==> config.mk <==
export PLATFORM = sky130hd
export DESIGN_NAME = aes_bus_interface
export DESIGN_NICKNAME = d
export VERILOG_FILES = /design/src/rtl/aes_pkg.sv /design/src/rtl/aes_word_shift.sv /design/src/rtl/aes_bus_interface.sv
export SDC_FILE = /design/constraint.sdc
export NUM_CORES = 1
export LEC_CHECK = 0
export CORE_MARGIN = 5
export CORE_UTILIZATION = 50
export CTS_BUF_LIST = sky130_fd_sc_hd__clkbuf_8
export CTS_CLUSTER_SIZE = 16
export DETAILED_ROUTE_END_ITERATION = 6
export PLACE_DENSITY = 0.84
export SYNTH_ARGS = -nofsm -noshare
export SYNTH_HDL_FRONTEND = slang
export SYNTH_SLANG_ARGS = --single-unit
==> constraint.sdc <==
create_clock -name clk -period 2.3 [get_ports clk]
set_input_delay 0.46 -clock clk [delete_from_list [all_inputs] [get_ports clk]]
set_output_delay 0.46 -clock clk [all_outputs]
set_load 0.05 [all_outputs]
==> src/rtl/aes_pkg.sv <==
// Shared definitions for the AES host bus interface: FSM states, register
// addresses and STATUS bit positions.
package aes_pkg;

   typedef enum logic [1:0] {
      ST_IDLE  = 2'd0,
      ST_READY = 2'd1,
      ST_RUN   = 2'd2,
      ST_DRAIN = 2'd3
   } aes_state_e;

   localparam logic [1:0] ADDR_MSG    = 2'd0;
   localparam logic [1:0] ADDR_KEY    = 2'd1;
   localparam logic [1:0] ADDR_CTRL   = 2'd2;
   localparam logic [1:0] ADDR_CRYPTE = 2'd3;

   localparam int STAT_READY = 0;
   localparam int STAT_BUSY  = 1;
   localparam int STAT_DONE  = 2;
   localparam int STAT_OVF   = 3;
   localparam int STAT_ERR   = 4;
   localparam int STAT_UNF   = 5;

   // CTRL write bit positions
   localparam int CTRL_START = 0;
   localparam int CTRL_CLR   = 1;
   localparam int CTRL_RST   = 2;
   localparam int CTRL_IRQC  = 3;

endpackage

==> src/rtl/aes_word_shift.sv <==
// Word-wide shift register: shifts a word in at the bottom (oldest word ends up
// on top) and optionally parallel-loads a full block.
module aes_word_shift #(
   parameter int WIDTH  = 128,
   parameter int WORD_W = 32
) (
   input  logic              clk,
   input  logic              reset,
   input  logic              load,
   input  logic [WIDTH-1:0]  load_data,
   input  logic              shift,
   input  logic [WORD_W-1:0] shift_in,
   output logic [WIDTH-1:0]  data
);

   // NOTE: the block storage is reset too, so no stale key or plaintext
   // survives a reset; non-blocking assignments keep register updates ordered.
   always_ff @(posedge clk or negedge reset) begin
      if (!reset) begin
         data <= '0;
      end else if (load) begin
         data <= load_data;
      end else if (shift) begin
         data <= {data[WIDTH-WORD_W-1:0], shift_in};
      end
   end

endmodule

==> src/rtl/aes_bus_interface.sv <==
// Host bus front-end for an AES core: assembles message/key words, sequences
// start, and drains the ciphertext word by word. Optional irq: AES_IF_IRQ_EN.
module aes_bus_interface
   import aes_pkg::*;
#(
   parameter int BUS_W = 32,
   parameter int KEY_W = 128
) (
   input  logic             clk,
   input  logic             reset,
   input  logic             cs,
   input  logic             rw,
   input  logic [1:0]       addr,
   input  logic [BUS_W-1:0] wdata,
   output logic [BUS_W-1:0] rdata,
   output logic [127:0]     message,
   output logic [KEY_W-1:0] key,
   output logic             start,
   input  logic [127:0]     crypte,
   input  logic             crypte_valid
`ifdef AES_IF_IRQ_EN
   ,output logic            irq
`endif
);

   localparam int MSG_WORDS = 128 / BUS_W;
   localparam int KEY_WORDS = KEY_W / BUS_W;
   localparam int MCW       = $clog2(MSG_WORDS + 1);
   localparam int KCW       = $clog2(KEY_WORDS + 1);

   aes_state_e     state, state_nxt;
   logic [MCW-1:0] msg_cnt, out_cnt;
   logic [KCW-1:0] key_cnt;
   logic           ovf, err, unf;
   logic [127:0]   out_data;

   logic wr_acc, rd_acc, wr_msg, wr_key, wr_ctrl, rd_status, rd_crypte;
   logic msg_full, key_full, msg_take, key_take;
   logic ovf_set, err_set, unf_set, sticky_clr;
   logic ctrl_clr, start_req, go, capture, drain_rd, last_rd;
   logic [BUS_W-1:0] status_word;

   assign wr_acc    = cs & ~rw;
   assign rd_acc    = cs & rw;
   assign wr_msg    = wr_acc && (addr == ADDR_MSG);
   assign wr_key    = wr_acc && (addr == ADDR_KEY);
   assign wr_ctrl   = wr_acc && (addr == ADDR_CTRL);
   assign rd_status = rd_acc && (addr == ADDR_CTRL);
   assign rd_crypte = rd_acc && (addr == ADDR_CRYPTE);

   assign msg_full = (msg_cnt == MCW'(MSG_WORDS));
   assign key_full = (key_cnt == KCW'(KEY_WORDS));
   assign msg_take = wr_msg && (state != ST_RUN) && !msg_full;
   assign key_take = wr_key && (state != ST_RUN) && !key_full;

   // A soft clear cannot interrupt an encryption in flight, and it beats start.
   assign ctrl_clr  = wr_ctrl && wdata[CTRL_RST] && (state != ST_RUN);
   assign start_req = wr_ctrl && wdata[CTRL_START] && !ctrl_clr;
   assign go        = start_req && (state == ST_READY);
   assign capture   = crypte_valid && (state == ST_RUN);
   assign drain_rd  = rd_crypte && (state == ST_DRAIN);
   assign last_rd   = drain_rd && (out_cnt == MCW'(1));

   assign ovf_set    = (state != ST_RUN) &&
                       ((wr_msg && msg_full) || (wr_key && key_full));
   assign err_set    = ((wr_msg || wr_key) && (state == ST_RUN)) ||
                       (start_req && (state != ST_READY));
   assign unf_set    = rd_crypte && (state != ST_DRAIN);
   assign sticky_clr = wr_ctrl && wdata[CTRL_CLR];

   aes_word_shift #(.WIDTH(128), .WORD_W(BUS_W)) u_msg (
      .clk(clk), .reset(reset), .load(1'b0), .load_data('0),
      .shift(msg_take), .shift_in(wdata), .data(message)
   );

   aes_word_shift #(.WIDTH(KEY_W), .WORD_W(BUS_W)) u_key (
      .clk(clk), .reset(reset), .load(1'b0), .load_data('0),
      .shift(key_take), .shift_in(wdata), .data(key)
   );

   aes_word_shift #(.WIDTH(128), .WORD_W(BUS_W)) u_out (
      .clk(clk), .reset(reset), .load(capture), .load_data(crypte),
      .shift(drain_rd), .shift_in('0), .data(out_data)
   );

   always_ff @(posedge clk or negedge reset) begin
      if (!reset) state <= ST_IDLE;
      else        state <= state_nxt;
   end

   // NOTE: state_nxt gets a default before the case so no path infers a latch.
   always_comb begin
      state_nxt = state;
      case (state)
         ST_IDLE:  if (!ctrl_clr && msg_full && key_full) state_nxt = ST_READY;
         ST_READY: if (ctrl_clr)     state_nxt = ST_IDLE;
                   else if (go)      state_nxt = ST_RUN;
         ST_RUN:   if (capture)      state_nxt = ST_DRAIN;
         ST_DRAIN: if (ctrl_clr || last_rd) state_nxt = ST_IDLE;
         default:  state_nxt = ST_IDLE;
      endcase
   end

   always_ff @(posedge clk or negedge reset) begin
      if (!reset) begin
         msg_cnt <= '0;
         key_cnt <= '0;
         out_cnt <= '0;
      end else begin
         // Draining the last word frees the message slot; the key is kept for reuse.
         if (ctrl_clr || last_rd) msg_cnt <= '0;
         else if (msg_take)       msg_cnt <= msg_cnt + MCW'(1);

         if (ctrl_clr)            key_cnt <= '0;
         else if (key_take)       key_cnt <= key_cnt + KCW'(1);

         if (capture)             out_cnt <= MCW'(MSG_WORDS);
         else if (ctrl_clr)       out_cnt <= '0;
         else if (drain_rd)       out_cnt <= out_cnt - MCW'(1);
      end
   end

   always_ff @(posedge clk or negedge reset) begin
      if (!reset) begin
         ovf   <= 1'b0;
         err   <= 1'b0;
         unf   <= 1'b0;
         start <= 1'b0;
      end else begin
         ovf   <= (ovf & ~sticky_clr) | ovf_set;
         err   <= (err & ~sticky_clr) | err_set;
         unf   <= (unf & ~sticky_clr) | unf_set;
         start <= go;
      end
   end

   always_comb begin
      status_word = '0;
      status_word[STAT_READY] = (state == ST_READY);
      status_word[STAT_BUSY]  = (state == ST_RUN);
      status_word[STAT_DONE]  = (state == ST_DRAIN);
      status_word[STAT_OVF]   = ovf;
      status_word[STAT_ERR]   = err;
      status_word[STAT_UNF]   = unf;
   end

   always_ff @(posedge clk or negedge reset) begin
      if (!reset) begin
         rdata <= '0;
      end else if (rd_acc) begin
         if (rd_status)     rdata <= status_word;
         else if (drain_rd) rdata <= out_data[127 -: BUS_W];
         else               rdata <= '0;
      end
   end

`ifdef AES_IF_IRQ_EN
   always_ff @(posedge clk or negedge reset) begin
      if (!reset) begin
         irq <= 1'b0;
      end else begin
         irq <= (irq & ~(wr_ctrl & wdata[CTRL_IRQC])) | capture |
                ovf_set | err_set | unf_set;
      end
   end
`endif

endmodule

==> results of run 1 <==
## path summary, 6_finish.rpt
path,slack [ps],endpoint,cells past startpoint,startpoint
max in group asynchronous,1080,u_key.data[0],3,reset
worst max-delay path,40,rdata[9],1,rdata[9]
worst min register to register,480,rdata[4],2,rdata[4]
min in group clk,420,u_out.data[25],3,crypte[25]
worst min-delay path,410,u_key.data[73],2,reset
worst max register to register,270,u_out.data[52],5,flop
## state kept, by name, summed over array words and instances, names as in the netlist, 3 cells and up, named ones only
name	count
u_out.data	128
out_cnt	3
u_msg.data	128
key_cnt	3
msg_cnt	3
u_key.data	128
rdata	32
## cell families after synthesis
kind of cell               after synthesis
adders and majority gates                6
muxes                                  258
xor gates and xnor gates                 4
AOI/OAI and AO/OA                      149
buffers and inverters                   98
and+or+nand+nor                        431
DFF                                    431
## power groups by stage
stage / sequential (mW) / clock [mW] / combinational, mW
after floorplan: 20.0 / 0 / 3.35
after global placement: 13.2 / 0 / 16.3
after detailed placement: 13.4 / 0 / 16.7
after CTS: 13.3 / 6.63 / 16.5
after global routing: 13.6 / 7.04 / 17.0
final: 13.3 / 6.49 / 16.3
## final cells by class
class / count / area, µm²
Sequential cell: 431 / 10800
Timing Repair Buffer: 510 / 5280
Antenna cell: 3 / 7.51
Inverter: 7 / 26.3
Multi-Input combinational cell: 848 / 5780
Clock buffer: 90 / 1240
Clock inverter: 29 / 149
Tap cell: 448 / 561
Fill cell: 2206 / 9710
## stage by stage
step                instances  setup WS [ps]  instance area (µm²)
floorplan                1377            588                17000
global placement         2243           24.2                22400
detailed placement       2243          -56.6                22400
CTS                      2363          0.505                23700
global route             2366          -17.9                23800
finish                   2366           43.6                23800
## routing by layer
metal / vias up / GRT usage
met5: - / 0
met4: 0 / 0.0969
met3: 102 / 0.0618
met2: 571 / 0.422
met1: 6375 / 0.305
li1: 5738 / -
## cells in the final DEF (no fill, tap or decap), types with 26 or more instances in the layout
cell type	Yosys	final
clkdlybuf4s50_1	0	342
nand2_1	272	271
dlymetal6s2s_1	0	52
buf_4	1	37
a22o_1	26	26
clkbuf_8	0	90
dfrtp_1	431	431
a31oi_1	97	97
nor2_1	103	102
mux2_2	169	169
mux2_1	87	87
nand3_1	36	35
dlygate4sd2_1	0	57
inv_1	7	26
## what timing repair did
action	in CTS	in global routing
resized for setup	57	52
endpoints found under the hold margin	42	0
hold buffers	1	0
gates cloned	0	0
setup endpoints to repair	57	52
==> impl_metrics.json, run 1 <==
{
  "path_delay_family": "buffers and inverters",
  "cp_slowest_stage_delay_ps": 850,
  "synth_area_leaders": "dfrtp_1 (63%), mux2_2 (11%), nand2_1 (6.0%)",
  "synthMuxAreaShare": 0.171,
  "met1Wirelength_um": 18700,
  "yosysWarnings": 0,
  "cts.htree.levels": 3,
  "crit_buf_inv": 1,
  "dieArea_um2": 37800,
  "ys_types": 41,
  "p_int_mw": 20.1,
  "endpoint_kind": "output port",
  "async_reset_ff_frac": 1.00,
  "drc": 0,
  "post_cts_buffers": 0,
  "dr.pass1.iters": 5,
  "slew_violations": 0,
  "worstPathCellList": "clkdlybuf4s50_1",
  "vdd_drop_max_mv": 1.19,
  "p_sw_mw": 16.0,
  "hold_viol_final": 0,
  "tns_ps": 0,
  "synthFlopType": "dfrtp_1",
  "cp_slowest_cell": "clkdlybuf4s50_1",
  "start_util": 0.508,
  "fmax_mhz": 443,
  "synth_seq_cells": 431,
  "required_ps": 1840,
  "relSlewSlack": 0.582,
  "antenna_left": 0,
  "cts_tree": "yes",
  "cts_buffers": 68,
  "yosysMostFrequentCell": "dfrtp_1",
  "final_util": 0.710,
  "grt_pass1_vias": 13292,
  "die_height_um": 194,
  "synth_top_family_by_area": "multiplexers",
  "avgSynthCellArea_um2": 12.4,
  "yosysSeqAreaShare": 0.634,
  "io_pins": 456,
  "worst_slew_pin_slew_ps": 629,
  "rows": 67,
  "skew_ps": 20.3,
  "min_period_over_period": 0.981,
  "clk_path_buf_depth": 3,
  "path_clk_slew_ps": 60,
  "cp_max_fo": 2,
  "yosysTopAreaCell": "dfrtp_1",
  "power_density_nw_per_um2": 1520,
  "finalNetCount": 2039,
  "hold_path_class": "input port to async pin",
  "insertion_delay_ps": 570,
  "synthesis.nets": 1550,
  "core_um2": 33500,
  "period_minus_slack_ps": 2260,
  "syn_area_um2": 17000,
  "synth-compound-area-share": 0.0593,
  "die_w_um": 194,
  "whs_ps": 406,
  "pwr-share-seq": 0.368,
  "sw_frac_of_total": 0.443,
  "p_leak_nw": 11.7,
  "vias_per_cell": 5.40,
  "clock-sinks": 431,
  "combPwrFrac": 0.452,
  "hpwl_um": 35600,
  "drive_gt1_frac": 0.174,
  "grt_first_pass_wirelength_um": 74900,
  "wl_met3_um": 3660,
  "power_frac_clock": 0.180,
  "critPathKind": "flop to output port",
  "grt_max_degree": 85,
  "arrival_ps": 1800,
  "routed_wl_um": 48500,
  "synth_xor_area_frac": 0.00206,
  "grt_overflow": 0,
  "via_count": 12786,
  "grt_use_total": 0.247,
  "synth-simple-area-share": 0.101,
  "synthAdderAreaFrac": 0.00441,
  "routed.top_layer": "met4",
  "setup_violations": 0,
  "grt_antenna_before_repair": 4,
  "synth-edff-count": 0,
  "max_cap_violations": 0,
  "netlist.area_leader.share": 0.634,
  "route.met2.wl_um": 24400,
  "outcome": "finished, final reports clean",
  "syn_to_final_growth_pct": 40.0,
  "clockRootBuffer": "clkbuf_8",
  "portBuffers": 455,
  "synthTopCellsByCount": "dfrtp_1 (431), nand2_1 (272), mux2_2 (169)",
  "synth_cells": 1377,
  "gp_congestion": 0.874,
  "wl_per_cell_um": 20.5,
  "power.total_mw": 36.1,
  "start_kind": "flop",
  "drtIter0Drc": 735
}
No activity file was read; power rests on OpenSTA's default activity.
==> run 2: changes to the inputs <==
- ABC_CLOCK_PERIOD_IN_PS: unset -> 2300
==> results of run 2 <==
No change in the layout: final DEF, timing and power equal those of run 1.
==> run 3: changes to the inputs <==
- ABC_AREA: unset -> 1
- CORE_UTILIZATION: 50 -> 52
- PLACE_DENSITY: 0.84 -> 0.85
- SYNTH_HIERARCHICAL: unset -> 1
==> impl_metrics.json, run 3 <==
{
  "outcome": "finished, violations left",
  "violations": "design-rule violations",
  "wl_per_cell_um": 18.0,
  "drtIter0Drc": 1785,
  "drc": 4,
  "cp_slowest_cell": "clkdlybuf4s50_1",
  "finalNetCount": 3185,
  "min_period_over_period": 0.984,
  "slew_violations": 0,
  "grt_overflow": 0,
  "cp_slowest_stage_delay_ps": 850,
  "mostFrequentLayoutCells": "nand2_1 (821), nand3_1 (786), dfrtp_1 (431), conb_1 (296), clkdlybuf4s50_1 (230)",
  "synthTopCellsByCount": "nand2_1 (821), nand3_1 (786), dfrtp_1 (431)",
  "synthMuxAreaShare": 0,
  "hold_viol_final": 0,
  "synth_seq_cells": 431,
  "power.total_mw": 22.7,
  "whs_ps": 362,
  "grt_pass1_vias": 18726,
  "portBuffers": 455,
  "worst_slew_pin_slew_ps": 695,
  "netlist.area_leader.share": 0.555,
  "die_height_um": 203,
  "power_density_nw_per_um2": 849,
  "drive_gt1_frac": 0.0603,
  "critPathKind": "flop to output port",
  "rsz0062_at_grt": "no",
  "die_w_um": 203,
  "vias_per_cell": 5.39,
  "crit_buf_inv": 1,
  "vdd_drop_max_mv": 0.493,
  "dr.pass1.iters": 7,
  "clk_path_buf_depth": 3,
  "syn_to_final_growth_pct": 38.0,
  "antenna_left": 0,
  "tns_ps": 0,
  "reg.largest.list": "u_key/data: 128 flops, u_msg/data: 128 flops, u_out/data: 128 flops",
  "hold_path_class": "input port to async pin",
  "dieArea_um2": 41300,
  "worstPathCellList": "clkdlybuf4s50_1",
  "synthFlopType": "dfrtp_1",
  "setup_violations": 0,
  "pre_cts_ws_ps": 36.1,
  "cts_buffers": 72,
  "io_pins": 456,
  "synth-edff-count": 0,
  "grt_first_pass_wirelength_um": 99600,
  "cts_tree": "yes",
  "skew_ps": 21.6,
  "fin_area_um2": 26800,
  "synth-compound-area-share": 0.0149,
  "worst_slack_ps": 36.5,
  "grt_use_total": 0.298,
  "yosysTopAreaCell": "dfrtp_1",
  "clockRootBuffer": "clkbuf_8",
  "hpwl_um": 44200,
  "endpoint_kind": "output port",
  "gp_congestion": 0.906,
  "routed_wl_um": 63600,
  "mostFrequentLayoutCell": "nand2_1",
  "path_delay_family": "buffers and inverters",
  "max_cap_violations": 0,
  "synth_top_family_by_area": "simple AND/OR/NAND/NOR gates",
  "cp_max_fo": 2,
  "final_util": 0.730,
  "cts.htree.levels": 3,
  "required_ps": 1840,
  "core_um2": 36700,
  "synth_area_leaders": "dfrtp_1 (56%), nand3_1 (20%), nand2_1 (16%)",
  "placedCellCount": 3405,
  "rows": 70,
  "async_reset_ff_frac": 1.00,
  "via_count": 19061,
  "grt_antenna_before_repair": 1,
  "synth_cells": 2310,
  "synth_xor_area_frac": 0.00135,
  "fmax_mhz": 442,
  "avgSynthCellArea_um2": 8.41,
  "path_clk_slew_ps": 60,
  "grt_max_degree": 129,
  "postPlaceCellArea_um2": 25500,
  "synthAdderAreaFrac": 0.00387,
  "insertion_delay_ps": 610,
  "p_leak_nw": 13.3,
  "yosysMostFrequentCell": "nand2_1",
  "nFillCells": 2724,
  "clock-sinks": 431,
  "yosysWarnings": 6,
  "ys_types": 23,
  "layout.cells.non_filler": 3537,
  "yosysSeqAreaShare": 0.555,
  "syn_area_um2": 19400,
  "relSlewSlack": 0.536,
  "start_util": 0.529,
  "arrival_ps": 1800,
  "start_kind": "flop",
  "synth-simple-area-share": 0.368,
  "multi_input_area_um2": 8660,
  "regArea_um2": 10800,
  "period_minus_slack_ps": 2260
}
run 3: layer usage:
layer  GRT usage  up-vias  part of all wire
met5           0        -           0.00020
met4       0.119        2             0.037
met3      0.0700      147             0.094
met2       0.502     1007              0.50
met1       0.375     9118              0.37
li1            -     8787                 -
run 3: report_power, final:
part           total [mW]  internal, mW  switching (mW)
logic                5.55          1.78            3.77
registers            10.2          9.08            1.09
clock network        7.01          3.91            3.10
total                22.7          14.8            7.96
run 3: final cells by class:
type	count	area share
antenna	2	0.000187
sequential	431	0.403
timing repair buffer	508	0.191
multi-input combinational	1968	0.323
inverter	31	0.00453
clock inverter	34	0.00738
clock buffer	95	0.0488
tap	468	0.0219
run 3: path summary, 6_finish.rpt:
kind,startpoint,endpoint,slack [ps],cells after the start
worst min-delay path,reset,u_key/data[86],360,2
min in group clk,crypte[54],u_out/data[54],420,3
worst max-delay path,u_key/data[123],key[123],40,1
worst min register to register,u_out/data[99],u_out/data[99],480,2
worst max register to register,flop,u_out/data[27],220,7
max in group asynchronous,reset,u_key/data[38],1090,4
run 3: worst reg2reg max path, delay by kind of cell, from the launching register on:
kind	cells	cell delay, ps
buf+inv	3	790
simple gates	4	780
flops	1	460
run 3: logic make-up (layout without fill, tap and decap cells):
family / after synthesis / after routing
compound gates: 36 / 36
flops: 431 / 431
fa+ha+maj: 6 / 6
xor+xnor: 3 / 3
simple gates: 1627 / 1627
other cells: 1 / 298
buf+inv: 206 / 668
run 3: timing repair:
action,in CTS,in global routing
setup endpoints to repair,197,21
pin swaps,0,0
endpoints found under the hold margin,36,0
hold buffers,1,0
resized for setup,197,21
buffers inserted,0,0
